$ cat src/rtl/trans_feeder.sv
`default_nettype none
// ============================================================================
// Module      : trans_feeder
// Description : Queues payment transactions in a small FIFO and presents them
//               one at a time to a downstream validator through a
//               valid/ack handshake. Marks the first transaction of each
//               block with a block-start flag and counts acknowledged
//               transactions. Defining TRANS_FEEDER_TIMEOUT_EN adds a
//               timeout/retry path that briefly drops valid_o and re-presents
//               the same word when no ack_i arrives in time.
// Revision    : 1.0 - initial release
// ============================================================================
module trans_feeder #(
    parameter int FIFO_DEPTH = 8,
    parameter int TIMEOUT    = 64
) (
    input  logic         clk,
    input  logic         rst,
    input  logic [47:0]  in_sender_id,
    input  logic [47:0]  in_receiver_id,
    input  logic [21:0]  in_amount,
    input  logic         in_valid,
    output logic         in_ready,
    input  logic         block_start_i,
    output logic [127:0] data_o,
    output logic         valid_o,
    input  logic         ack_i,
    output logic [31:0]  sent_cnt_o,
    output logic [15:0]  timeout_cnt_o
);

    // ------------------------------------------------------------------------
    // Derived constants
    // ------------------------------------------------------------------------
    // Address width of the storage array; pointers carry one extra bit so
    // that full and empty can be told apart when the addresses match.
    localparam int c_addr_w  = $clog2(FIFO_DEPTH);
    localparam int c_ptr_w   = c_addr_w + 1;
    // Stored entry: {sender[47:0], receiver[47:0], amount[21:0]}
    localparam int c_entry_w = 48 + 48 + 22;
    // Registered part of the output word: entry plus the block-start flag.
    localparam int c_word_w  = c_entry_w + 1;

    localparam logic [c_ptr_w-1:0] c_ptr_one = c_ptr_w'(1);

    // FSM encoding
    localparam logic [1:0] c_idle  = 2'd0;
    localparam logic [1:0] c_send  = 2'd1;
`ifdef TRANS_FEEDER_TIMEOUT_EN
    localparam logic [1:0] c_retry = 2'd2;

    // The wait counter only has to reach TIMEOUT-1.
    localparam int                  c_wait_w   = (TIMEOUT > 1) ? $clog2(TIMEOUT) : 1;
    localparam logic [c_wait_w-1:0] c_wait_max = c_wait_w'(TIMEOUT - 1);
    localparam logic [c_wait_w-1:0] c_wait_one = c_wait_w'(1);
`endif

    // Elaboration-time guard against unusable parameter values.
    if ((FIFO_DEPTH < 2) || ((FIFO_DEPTH & (FIFO_DEPTH - 1)) != 0) || (TIMEOUT < 1)) begin : g_param_check
        $error("trans_feeder: FIFO_DEPTH must be a power of two >= 2 and TIMEOUT >= 1");
    end

    // ------------------------------------------------------------------------
    // Storage and state
    // ------------------------------------------------------------------------
    logic [c_entry_w-1:0] r_mem [FIFO_DEPTH];
    logic [c_ptr_w-1:0]   r_wr_ptr;
    logic [c_ptr_w-1:0]   r_rd_ptr;

    logic [1:0]           r_state;
    logic [c_word_w-1:0]  r_word;
    logic                 r_valid;
    logic                 r_bs_pending;
    logic [31:0]          r_sent_cnt;
    logic [15:0]          r_timeout_cnt;

`ifdef TRANS_FEEDER_TIMEOUT_EN
    logic [c_wait_w-1:0]  r_wait_cnt;
    logic                 w_expire;
`endif

    logic                 w_empty;
    logic                 w_full;
    logic                 w_push;
    logic                 w_pop;
    logic                 w_ack;
    logic [c_entry_w-1:0] w_head;

    // ------------------------------------------------------------------------
    // FIFO status and handshake qualifiers
    // ------------------------------------------------------------------------
    assign w_empty  = (r_wr_ptr == r_rd_ptr);
    assign w_full   = (r_wr_ptr[c_addr_w] != r_rd_ptr[c_addr_w]) &&
                      (r_wr_ptr[c_addr_w-1:0] == r_rd_ptr[c_addr_w-1:0]);
    assign in_ready = ~w_full;

    // in_ready is derived from the registered pointers only, so a pop in the
    // same cycle never opens a slot for a push on a full FIFO, and a push
    // into an empty FIFO is only visible to the FSM one cycle later.
    assign w_push   = in_valid & ~w_full & ~rst;
    assign w_pop    = (r_state == c_idle) & ~w_empty & ~rst;

    // An acknowledge only counts while a word is actually being presented.
    assign w_ack    = (r_state == c_send) & ack_i;

    assign w_head   = r_mem[r_rd_ptr[c_addr_w-1:0]];

`ifdef TRANS_FEEDER_TIMEOUT_EN
    // Expiry is suppressed by a simultaneous ack so the ack is honoured.
    assign w_expire = (r_state == c_send) & ~ack_i & (r_wait_cnt == c_wait_max);
`endif

    // Write accepted transactions into the storage array (no reset needed).
    always_ff @(posedge clk) begin
        if (w_push) begin
            r_mem[r_wr_ptr[c_addr_w-1:0]] <= {in_sender_id, in_receiver_id, in_amount};
        end
    end

    // Advance the write and read pointers on accepted pushes and pops.
    always_ff @(posedge clk) begin
        if (rst) begin
            r_wr_ptr <= '0;
            r_rd_ptr <= '0;
        end else begin
            if (w_push) begin
                r_wr_ptr <= r_wr_ptr + c_ptr_one;
            end
            if (w_pop) begin
                r_rd_ptr <= r_rd_ptr + c_ptr_one;
            end
        end
    end

    // Track whether the next loaded word opens a new block; a request seen
    // in the load cycle itself belongs to the following word.
    always_ff @(posedge clk) begin
        if (rst) begin
            r_bs_pending <= 1'b1;
        end else if (w_pop) begin
            r_bs_pending <= block_start_i;
        end else if (block_start_i) begin
            r_bs_pending <= 1'b1;
        end
    end

    // Presentation FSM: load from the FIFO in IDLE, hold in SEND until ack.
    always_ff @(posedge clk) begin
        if (rst) begin
            r_state <= c_idle;
            r_word  <= '0;
            r_valid <= 1'b0;
        end else begin
            case (r_state)
                c_idle: begin
                    if (w_pop) begin
                        r_word  <= {w_head, r_bs_pending};
                        r_valid <= 1'b1;
                        r_state <= c_send;
                    end else begin
                        r_valid <= 1'b0;
                    end
                end
                c_send: begin
                    if (ack_i) begin
                        r_valid <= 1'b0;
                        r_state <= c_idle;
`ifdef TRANS_FEEDER_TIMEOUT_EN
                    end else if (w_expire) begin
                        r_valid <= 1'b0;
                        r_state <= c_retry;
`endif
                    end else begin
                        r_valid <= 1'b1;
                    end
                end
`ifdef TRANS_FEEDER_TIMEOUT_EN
                c_retry: begin
                    // Re-present the unchanged word after one quiet cycle.
                    r_valid <= 1'b1;
                    r_state <= c_send;
                end
`endif
                default: begin
                    r_valid <= 1'b0;
                    r_state <= c_idle;
                end
            endcase
        end
    end

    // Count acknowledged transactions; wraps naturally at 2^32.
    always_ff @(posedge clk) begin
        if (rst) begin
            r_sent_cnt <= '0;
        end else if (w_ack) begin
            r_sent_cnt <= r_sent_cnt + 32'd1;
        end
    end

`ifdef TRANS_FEEDER_TIMEOUT_EN
    // Cycles spent in SEND without ack; restarts on every load and retry.
    always_ff @(posedge clk) begin
        if (rst) begin
            r_wait_cnt <= '0;
        end else if (w_pop || (r_state == c_retry)) begin
            r_wait_cnt <= '0;
        end else if ((r_state == c_send) && !ack_i && (r_wait_cnt != c_wait_max)) begin
            r_wait_cnt <= r_wait_cnt + c_wait_one;
        end
    end

    // Count retries, saturating at the top of the 16-bit range.
    always_ff @(posedge clk) begin
        if (rst) begin
            r_timeout_cnt <= '0;
        end else if (w_expire && (r_timeout_cnt != 16'hFFFF)) begin
            r_timeout_cnt <= r_timeout_cnt + 16'd1;
        end
    end
`else
    // Without the retry path no timeouts can occur.
    assign r_timeout_cnt = 16'd0;
`endif

    // ------------------------------------------------------------------------
    // Outputs
    // ------------------------------------------------------------------------
    assign data_o        = {r_word, 9'b0};
    assign valid_o       = r_valid;
    assign sent_cnt_o    = r_sent_cnt;
    assign timeout_cnt_o = r_timeout_cnt;

endmodule
`default_nettype wire

$ cat config.mk
export PLATFORM = sky130hd
export DESIGN_NAME = trans_feeder
export DESIGN_NICKNAME = d
export VERILOG_FILES = /design/src/rtl/trans_feeder.sv
export SDC_FILE = /design/constraint.sdc
export NUM_CORES = 1
export LEC_CHECK = 0
export ABC_AREA = 1
export CORE_ASPECT_RATIO = 1.25
export CORE_UTILIZATION = 30
export CTS_CLUSTER_SIZE = 24
export DETAILED_ROUTE_END_ITERATION = 12
export GPL_ROUTABILITY_DRIVEN = 0
export PLACE_DENSITY = 0.43
export SLEW_MARGIN = 20
export SYNTH_ARGS = -nofsm -noshare
export SYNTH_HDL_FRONTEND = slang
export SYNTH_SLANG_ARGS = --single-unit
$ cat constraint.sdc
create_clock -name clk -period 8.7 [get_ports clk]
set_clock_uncertainty 0.05 [all_clocks]
set_input_delay 1.305 -clock clk [delete_from_list [all_inputs] [get_ports clk]]
set_output_delay 1.305 -clock clk [all_outputs]
set_load 0.01 [all_outputs]
* Yosys cells after proc, flatten, opt, wreduce, memory -nomap -nowiden
Memories as Yosys holds them, arrays and structs flattened. A register that Yosys moved wholly into a read port is not among the register bits.
Cells that the tools add are included.
** Operators by class
- $add $sub $neg :: 3
- $mul :: 0
- Divide/modulo/power cells :: 0
- Order comparisons :: 0
- Equality and inequality tests :: 6
- Shift-type cells :: 0
- Muxes and demuxes :: 10
- Bitwise gates (word level) :: 8
- Reductions and logical operators :: 5
** Operator list (number)
- 32-bit by 1-bit adder with 32-bit output, second input constant :: 1
- 4-bit by 1-bit adder with 4-bit output, second input constant :: 2
- 1-bit 2-to-1 mux :: 6
- 1-bit AND :: 5
- 4-bit equality test :: 1
- 2-bit 2-to-1 mux :: 2
- 2-bit != test, second input constant :: 2
- 2-bit one-hot mux with 2 select lines :: 1
- 2-bit AND reduction :: 2
- 3-bit equality test :: 1
- 1-bit NOT :: 3
- 2-bit by 1-bit equality test with 1-bit output, second input constant :: 1
- 2-bit zero test :: 1
- 1-bit one-hot mux with 2 select lines :: 1
- 2-bit nonzero test :: 1
- 1-bit logical AND :: 1
- 1-bit != test :: 1
** Word-level totals
- Register bits after elaboration :: 163
- Latch bits :: 0
- Bits in writable memories :: 944
- Memory bits (read-only) :: 0
- Input port bits :: 123
- Output and inout port bits :: 178
- Logic and storage cells :: 40
- Memories kept :: 1
** Memories
- r_mem :: words 8, width 118, rd ports 1, clocked after memory_dff 1, wr ports 1, RTL line 66 : logic [c_entry_w-1:0] r_mem [FIFO_DEPTH];

* Longest topological paths before layout
Gate-level depths: netlist (run 1).
- Depth in word-level cells :: 7
- Depth in mapped cells :: 11

* Worst setup path before layout (run 1)
No wires, ideal clock.
- Kind :: input -> register
- Start point :: in rst
- End point :: mem r_mem[1][0] (netlist name), enable pin
- Setup time :: 0.598 ns
- Data arrival time :: 6.833 ns
- Data required time :: 8.052 ns
- Slack :: 1.220 ns
- Stages on the path :: 6
- Path buffers :: 1
- Cells stage by stage :: clkbuf_1 -> inv_1 -> nand3_1 -> nor2_1 -> inv_2 -> nor2_1
** Between the ends
- Cells in the longest elaborated chain, start to end :: 4
** RTL lines
- from (decl) :: RTL line 18 : input logic rst,
- 1-bit NOT :: RTL line 100 : assign w_push = in_valid & ~w_full & ~rst;
- 1-bit AND :: RTL line 100
- 1-bit 2-to-1 mux :: RTL line 115 : if (w_push) begin
- 1-bit 2-to-1 mux (implied by the code) :: RTL line 116 : r_mem[r_wr_ptr[c_addr_w-1:0]] <= {in_sender_id, in_receiver_id, in_amount};
- to (decl) :: RTL line 66
Every way passes these cells.

* Worst setup path after layout (run 1)
- Start point :: reg r_rd_ptr[2]
- End point :: out in_ready
** Between the ends
- Cells in the longest elaborated chain, start to end :: 3
** RTL lines
- from (decl) :: RTL line 68 : logic [c_ptr_w-1:0] r_rd_ptr;
- from (signal assigned) :: RTL line 130 : r_rd_ptr <= r_rd_ptr + c_ptr_one;
- 3-bit equality test :: RTL line 94 : (r_wr_ptr[c_addr_w-1:0] == r_rd_ptr[c_addr_w-1:0]);
- 1-bit logical AND :: RTL line 93 : assign w_full = (r_wr_ptr[c_addr_w] != r_rd_ptr[c_addr_w]) &&
- 1-bit NOT :: RTL line 95 : assign in_ready = ~w_full;
- to (decl) :: RTL line 23 : output logic in_ready,
Every way passes these cells.

==> results of run 1 <==
[worst paths after layout]
| check | start | endpoint | slack (ns) | depth (start not counted) |
|---|---|---|---|---|
| worst max-delay path | r_rd_ptr[2]$_SDFFE_PP0P_ | in_ready | 3.89 | 6 |
| worst min-delay path | r_word[6]$_SDFFE_PP0P_ | r_word[6]$_SDFFE_PP0P_ | 0.42 | 2 |
| worst max register to register | r_rd_ptr[2]$_SDFFE_PP0P_ | r_mem[0][76]$_DFFE_PP_ | 4.20 | 10 |
| worst min register to register | r_word[6]$_SDFFE_PP0P_ | r_word[6]$_SDFFE_PP0P_ | 0.42 | 2 |
[final cells by class]
cell class / count / share of cell area
Sequential cell: 1106 / 0.598
Inverter: 238 / 0.0175
Clock inverter: 76 / 0.0117
Timing Repair Buffer: 315 / 0.0587
Clock buffer: 148 / 0.0614
Tap cell: 1908 / 0.0452
Multi-Input combinational cell: 2634 / 0.207
Antenna cell: 2 / 0.0000948
[state kept, by name, summed over array words and instances (netlist names)]
name and cells:
r_bs_pending 1, r_mem 944, r_rd_ptr 4, r_state 1, r_word 119, r_wr_ptr 4
sent_cnt_o 32, valid_o 1
[stage by stage]
stage | hold slack, ns | util | instances | setup slack [ns]
2_1_floorplan | 0.377 | - | 4229 | 1.22
3_3_place_gp | 0.409 | 0.333 | 6201 | 3.74
3_5_place_dp | 0.409 | 0.333 | 6201 | 3.73
4_1_cts | 0.420 | 0.359 | 6425 | 3.71
5_1_grt | 0.432 | 0.359 | 6427 | 3.68
6_report | 0.415 | 0.359 | 6427 | 3.89
[cell usage after synthesis]
master | number | share of area
a21oi_1 | 39 | 0.0044
a21oi_2 | 2 | 0.00039
buf_1 | 32 | 0.0027
buf_2 | 81 | 0.0091
buf_4 | 51 | 0.0086
buf_6 | 19 | 0.0048
clkbuf_1 | 63 | 0.0053
clkbuf_2 | 5 | 0.00056
conb_1 | 1 | 0.000084
dfxtp_1 | 162 | 0.073
edfxtp_1 | 944 | 0.63
ha_1 | 3 | 0.00084
inv_1 | 234 | 0.020
inv_2 | 3 | 0.00025
inv_4 | 1 | 0.00014
nand2_1 | 905 | 0.076
nand2_2 | 2 | 0.00028
nand2_4 | 1 | 0.00025
nand3_1 | 18 | 0.0020
nand3_2 | 1 | 0.00022
nand3b_1 | 1 | 0.00017
nand4_1 | 14 | 0.0020
nand4_2 | 1 | 0.00028
nor2_1 | 1016 | 0.085
nor2_2 | 2 | 0.00028
nor3_1 | 6 | 0.00067
nor3_2 | 3 | 0.00067
o211ai_1 | 1 | 0.00017
o21a_1 | 1 | 0.00017
o21ai_0 | 231 | 0.026
o21ai_1 | 354 | 0.040
xnor2_1 | 3 | 0.00059
xor2_1 | 5 | 0.00098
[per-layer routing]
layer,vias up,global-route usage
met1,13700,0.200
met5,-,0
met3,154,0.0267
met4,12,0.0477
met2,444,0.273
li1,14300,-
[cell families after synthesis]
family / Yosys count
and+or+nand+nor: 1970
AOI/OAI and AO/OA: 628
other: 1
adders and majority gates: 3
DFF: 1106
buffers and inverters: 489
xor gates and xnor gates: 8
[worst reg2reg max path: stages (launching register included)]
cell,delay (ns)
dfxtp_4,0.35
buf_12,0.71
inv_6,0.49
nand2_1,0.24
nand2_1,0.08
nand4_2,0.15
nand3_1,0.13
inv_1,0.11
nand2_1,0.22
nor2_4,0.60
buf_4,0.88
[report_power, final]
group / leakage (nW) / total [mW] / internal, mW / switching, mW
clock network: 1.91 / 5.01 / 2.89 / 2.12
logic: 7.26 / 4.08 / 1.38 / 2.70
registers: 9.86 / 6.27 / 6.06 / 0.214
total: 19.0 / 15.4 / 10.3 / 5.03
==> impl_metrics.ini, run 1 <==
[outcome]
status = finished clean

[sta]
post-route-period-util = 0.553
finalSetupTns_ns = 0
worstMarginPinSlew_ns = 1.06
slew_headroom = 0.294
slew_viol_final = 0
clock.fmax_mhz = 208
setup_violations = 0
rsz0062_at_grt = false
period_minus_slack_ns = 4.81
hold_viol_final = 0

[floorplan]
die_y_um = 433
core_sq_um = 147000
rows = 157
dieArea_sq_um = 150000
ioPinCount = 301
die_x_um = 347
start_util = 0.303

[detailed_routing]
wl_met2_um = 58700
drt-initial-drc-count = 1643
drcViolationCount = 0
via_per_inst = 4.46
drtPass1Iterations = 5
wl_met1_um = 53500
vias = 28700
wl_um = 119000
dr_wl_met3_um = 4510
ant_nets = 0
top_layer = met5
wl_per_cell_um = 18.6

[pwr]
p_leak_nw = 19.0
irDropWorstVdd_mv = 0.162
p_per_area_nw_per_um2 = 291
power_mw = 15.4

[final_layout]
fill_cells = 14500
multi_input_area_sq_um = 10900
fin_nets = 4539
final_common_cell = nor2_1
final_cell_mix = nor2_1 (1009), edfxtp_1 (944), nand2_1 (905)
syn_to_final_growth_pct = 18.3
final_cell_area_sq_um = 52800
drive_gt1_frac = 0.0551
seq_area_sq_um = 31600

[global_route]
grt_overflow = 0
grt_pass1_vias = 28000
grt_antenna_before_repair = 11
grtUsageTotal = 0.158
grt_pass1_wl_um = 178000
grt_max_degree = 190

[yosys]
synth_xor_xnor_area_share = 0.00157
yosys_warnings = 0
synth-simple-area-share = 0.168
syn_area_per_cell_sq_um = 10.6
post_synth_num_cell_types = 33
synth_top_family_by_area = simple AND/OR/NAND/NOR gates
yosysSeqAreaShare = 0.707
synthMuxAreaShare = 0
syn-cell-area_sq_um = 44700
ys_seq_elements = 1106
synth_cells = 4205
synth_compound_area_frac = 0.0707
synth_fa_ha_area_frac = 0.000841

[run]
maxCapViolations = 0

[setup_path]
crit_buf_inv = 3
cpPeakStageDelay_ns = 0.71
cp_common_cell = nand2_1
crit_fanout = 147
cpMaxStageDelayCell = buf_12
path_class = flip-flop to primary output
cp.required_ns = 7.34
cp_top_family = buffers and inverters
cp_cell_sequence = buf_12 > inv_6 > nand2_1 > nand2_1 > nand4_2 > clkdlybuf4s50_1
cp-end-kind = primary output
cp-start-kind = flip-flop
cp_data_arrival_time_ns = 3.46

[clock_network]
cts_tree = yes
cts_sinks = 1106
cts_setup_buffers = 0
h-tree-depth = 3
numCtsBuffers = 118
holdBufCountCts = 0
cts_root_buf = clkbuf_16
ctsResizeCount = 0
clkTransAtPathRegs_ns = 0.07
clk_latency_ns = 0.74
cts.path.max_buffers = 3

[min_path]
hold_class = flip-flop to flip-flop

[placed_design]
portBuffers = 275
placed_area_sq_um = 48900
dp_hpwl_um = 62300
No activity file was read; power rests on OpenSTA's default activity.
==> inputs of run 2 (changes only) <==
PLACE_DENSITY = 0.45   (was 0.43)
clock period = 4 ns   (was 8.7 ns; I/O delays follow)
==> run 2 against run 1 <==
Effect of this change:
- sequential share of layout area decreased by 0.60 points
- cell area increased by 1.0%
- clock-buffer cell count increased by 27
- largest cell class unchanged
==> impl_metrics.ini, run 2 (synthesis gave the netlist of run 1 again) <==
[outcome]
status = finished clean

[setup_path]
path_class = flip-flop to primary output
cp-start-kind = flip-flop
ff2ff_path_depth = 7
cp_data_arrival_time_ns = 2.39
cpMaxStageDelayCell = dfxtp_4
cpPeakStageDelay_ns = 0.64
crit_fanout = 27
cp.required_ns = 3.35
cp_cell_sequence = xnor2_1 > nand4_2 > clkdlybuf4s50_1
cp-end-kind = primary output

[sta]
period_minus_slack_ns = 3.04
post-route-period-util = 0.760
hold_viol_final = 0
slew_viol_final = 0
slew_headroom = 0.228
worstMarginPinSlew_ns = 1.16
setup_violations = 0
finalSetupTns_ns = 0
clock.fmax_mhz = 329
setup_ws_ns = 0.961
rsz0062_at_grt = false

[global_route]
grt_antenna_before_repair = 14
grt_overflow = 0
grt_pass1_wl_um = 179000
grt_max_degree = 222
grt_pass1_vias = 28200
grtUsageTotal = 0.156

[placed_design]
placed_area_sq_um = 49600
place_ws_ns = 0.820
portBuffers = 275
post-place-cells = 6230
dp_hpwl_um = 65600

[clock_network]
cts_root_buf = clkbuf_16
cts.path.max_buffers = 3
cts_setup_buffers = 0
ctsResizeCount = 0
cts_sinks = 1106
h-tree-depth = 3
clkTransAtPathRegs_ns = 0.06
cts_tree = yes
numCtsBuffers = 116
holdBufCountCts = 0
clk_latency_ns = 0.74

[detailed_routing]
wl_um = 118000
ant_nets = 0
wl_met2_um = 57300
drtPass1Iterations = 5
top_layer = met5
via_per_inst = 4.47
dr_wl_met3_um = 4690
wl_met1_um = 53700
drt-initial-drc-count = 1933
vias = 28900
drcViolationCount = 0
wl_per_cell_um = 18.3

[final_layout]
final_cell_mix = nor2_1 (1009), edfxtp_1 (944), nand2_1 (905)
fill_cells = 14600
syn_to_final_growth_pct = 19.4
largest_reg_flops = 944
fin_nets = 4566
fin_cells = 6455
final_common_cell = nor2_1
drive_gt1_frac = 0.0603
final_cell_area_sq_um = 53300

[pwr]
clockPowerShare = 0.320
p_leak_nw = 19.2
irDropWorstVdd_mv = 0.783
internal_power_mw = 22.4
p_per_area_nw_per_um2 = 625
p_seq_frac = 0.407
comb_power_share = 0.273
p_sw_frac = 0.328
power_mw = 33.3
p_sw_mw = 10.9

[floorplan]
core_sq_um = 147000
die_y_um = 433
die_x_um = 347
start_util = 0.303
dieArea_sq_um = 150000
rows = 157
ioPinCount = 301

[min_path]
hold_class = primary input to flip-flop
hold_depth = 3

[run]
maxCapViolations = 0
==> run 2: changes by cell type in the layout (fill, tap and decap cells not counted), sizes merged <==
cell | before | now
clkinv | 61 | 35
inv | 241 | 243
buf | 41 | 70
diode | 2 | 4
clkbuf | 148 | 175
bufinv | 9 | 4
clkinvlp | 3 | 2
==> run 2: cell type report <==
class | count | area, sq um | area share
timing repair buffer | 344 | 3740 | 0.0701
clock buffer | 175 | 3380 | 0.0633
antenna | 4 | 10.0 | 0.000188
multi-input combinational | 2634 | 10900 | 0.205
tap | 1908 | 2390 | 0.0448
sequential | 1106 | 31600 | 0.592
clock inverter | 46 | 367 | 0.00687
inverter | 238 | 921 | 0.0173
==> run 2: critical path: cells and delay by family (launching register included) <==
kind          cells  cell delay [ns]
simple gates      1             0.20
flops             1             0.64
buf+inv           1             0.62
xor+xnor          1             0.20
==> run 2: path summary, 6_finish.rpt <==
check | endpoint | slack, ns | startpoint
setup / recovery | in_ready | 0.96 | r_rd_ptr[0]$_SDFFE_PP0P_
hold / removal | r_bs_pending$_SDFFE_PP1P_ | 0.26 | rst
setup reg to reg | r_mem[1][65]$_DFFE_PP_ | 1.11 | r_rd_ptr[0]$_SDFFE_PP0P_
hold reg to reg | r_word[11]$_SDFFE_PP0P_ | 0.42 | r_word[11]$_SDFFE_PP0P_
==> run 2: routing by layer <==
metal	vias to the layer above	GRT usage
li1	14400	-
met1	13800	0.204
met2	494	0.264
met3	153	0.0261
met4	12	0.0490
met5	-	0
==> run 2: stage by stage <==
| step | util | hold WS, ns |
|---|---|---|
| final | 0.362 | 0.256 |
| after global placement | 0.337 | 0.389 |
| after CTS | 0.362 | 0.218 |
| after floorplan | - | 0.377 |
| after global routing | 0.362 | 0.228 |
| after detailed placement | 0.337 | 0.398 |
==> run 2: power groups by stage <==
stage | combinational, mW | sequential, mW | clock (mW)
after floorplan | 5.89 | 13.9 | 0
after detailed placement | 9.32 | 13.8 | 0
final | 9.10 | 13.6 | 10.7
after global placement | 9.31 | 13.8 | 0
after CTS | 9.35 | 13.6 | 11.0
after global routing | 10.3 | 13.6 | 11.4
==> inputs of run 3 (changes only) <==
clock period = 2.7 ns   (was 4 ns; I/O delays follow)
==> run 3 against run 2 <==
Effect of this change:
- worst hold slack got worse by 0.040 ns
- clock power is 53% higher
- first-iteration DRC count rose by 0.16%
- final cell count grew 0.15%
- critical path depth grew 6
- combinational power up 56%
- global-route usage up 0.61 points
- flip-flop and latch count unchanged
- power increased by 52%
- register-to-register slack got worse by 0.81 ns
- sequential power increased by 47%
- non-clock buffer count grew 19
==> impl_metrics.ini, run 3 (synthesis gave the netlist of run 1 again) <==
[detailed_routing]
wl_per_cell_um = 19.1
drtPass1Iterations = 5
vias = 29300
wl_um = 124000
drcViolationCount = 0
drt-initial-drc-count = 1936
via_per_inst = 4.54
ant_nets = 0

[setup_path]
path_class = flip-flop to flip-flop
cp.required_ns = 3.31
cp_data_arrival_time_ns = 3.01
cp-end-kind = flip-flop
cp-start-kind = flip-flop
cpMaxStageDelayCell = inv_8
cp_common_cell = o21ai_1
cp_cell_sequence = buf_4 > inv_8 > buf_12 > o21ai_1 > o21ai_1 > nand2_1 > nand2_1 > o21ai_1 > nor2_1
crit_fanout = 94
cpPeakStageDelay_ns = 0.51

[placed_design]
portBuffers = 275
place_ws_ns = 0.230
placed_area_sq_um = 49800
dp_hpwl_um = 73300

[sta]
setup_violations = 0
slew_viol_final = 0
slew_headroom = 0.277
hold_viol_final = 0
rsz0062_at_grt = false
worstMarginPinSlew_ns = 1.08
period_minus_slack_ns = 2.40
whs_ns = 0.216
setup_ws_ns = 0.301
clock.fmax_mhz = 417
post-route-period-util = 0.888

[pwr]
irDropWorstVdd_mv = 0.540
p_leak_nw = 19.3
power_mw = 50.6
p_per_area_nw_per_um2 = 944

[min_path]
hold_class = primary input to flip-flop

[final_layout]
multi_input_area_sq_um = 11000
largest_reg_flops = 944
fill_cells = 14500
final_common_cell = nor2_1
seq_area_sq_um = 31600
final_cell_area_sq_um = 53600
fin_nets = 4584
postLayoutCoreUtil = 0.364
syn_to_final_growth_pct = 20.1
drive_gt1_frac = 0.0641
final_cell_mix = nor2_1 (1008), edfxtp_1 (944), nand2_1 (904)

[clock_network]
h-tree-depth = 3
clkTransAtPathRegs_ns = 0.06
cts_tree = yes
cts.path.max_buffers = 3
numCtsBuffers = 115
cts_sinks = 1106
clk_latency_ns = 0.73
cts_root_buf = clkbuf_16

[global_route]
grt_max_degree = 189
grt_antenna_before_repair = 3
grt_overflow = 0
grt_pass1_vias = 29100
grtUsageMet2 = 0.283
grtUsageTotal = 0.162
use_met1 = 0.204
use_met3 = 0.0231
grt_pass1_wl_um = 185000
busiest_layer = met2

[floorplan]
ioPinCount = 301
die_x_um = 347
dieArea_sq_um = 150000
core_sq_um = 147000
start_util = 0.303
rows = 157
die_y_um = 433

[run]
maxCapViolations = 0

[outcome]
status = finished clean
==> run 3: path summary, 6_finish.rpt <==
kind                              from                        end  slack [ns]  cells after the start
max           r_rd_ptr[0]$_SDFFE_PP0P_    r_word[37]$_SDFFE_PP0P_        0.30                      9
min                      block_start_i  r_bs_pending$_SDFFE_PP1P_        0.22                      3
max reg2reg   r_rd_ptr[0]$_SDFFE_PP0P_    r_word[37]$_SDFFE_PP0P_        0.30                      9
min reg2reg  r_bs_pending$_SDFFE_PP1P_  r_bs_pending$_SDFFE_PP1P_        0.41                      2
==> run 3: report_power, final <==
part / total [mW] / switching (mW) / internal, mW
clock: 16.4 / 6.76 / 9.59
combinational: 14.2 / 9.27 / 4.97
sequential: 20.0 / 0.512 / 19.5
==> run 3: what timing repair did <==
item / 4_1_cts / 5_1_grt
endpoints found under the setup margin: 1 / 1
gates resized for setup: 2 / 1
gates cloned: 0 / 0
hold buffers: 1 / 0
endpoints found under the hold margin: 2 / 0
buffers inserted: 1 / 0
==> run 3: per-layer routing <==
layer  routed length (um)  share of wire  vias up
li1                     -              -    14400
met4                 3530          0.029        4
met2                61400           0.50      529
met5                   28        0.00023        -
met1                54300           0.44    14200
met3                 4360          0.035      162
==> run 3: through the flow <==
step           TNS (ns)  instances
3_3_place_gp          0       6247
2_1_floorplan   -624.03       4229
5_1_grt               0       6464
3_5_place_dp          0       6247
6_report              0       6465
4_1_cts               0       6463
==> run 3: critical path: cells and delay by family, from the launching register on <==
kind	cells	cell delay (ns)
buffers and inverters	3	1.03
AOI/OAI and AO/OA	3	0.52
DFF	1	0.37
and+or+nand+nor	3	0.29
==> run 3: layout make-up <==
type                            instances  share of cell area
Timing Repair Buffer                  363              0.0725
Clock inverter                         60              0.0127
Clock buffer                          154              0.0589
Sequential cell                      1106               0.589
Inverter                              238              0.0172
Antenna cell                            2           0.0000933
Tap cell                             1908              0.0445
Multi-Input combinational cell       2634               0.205
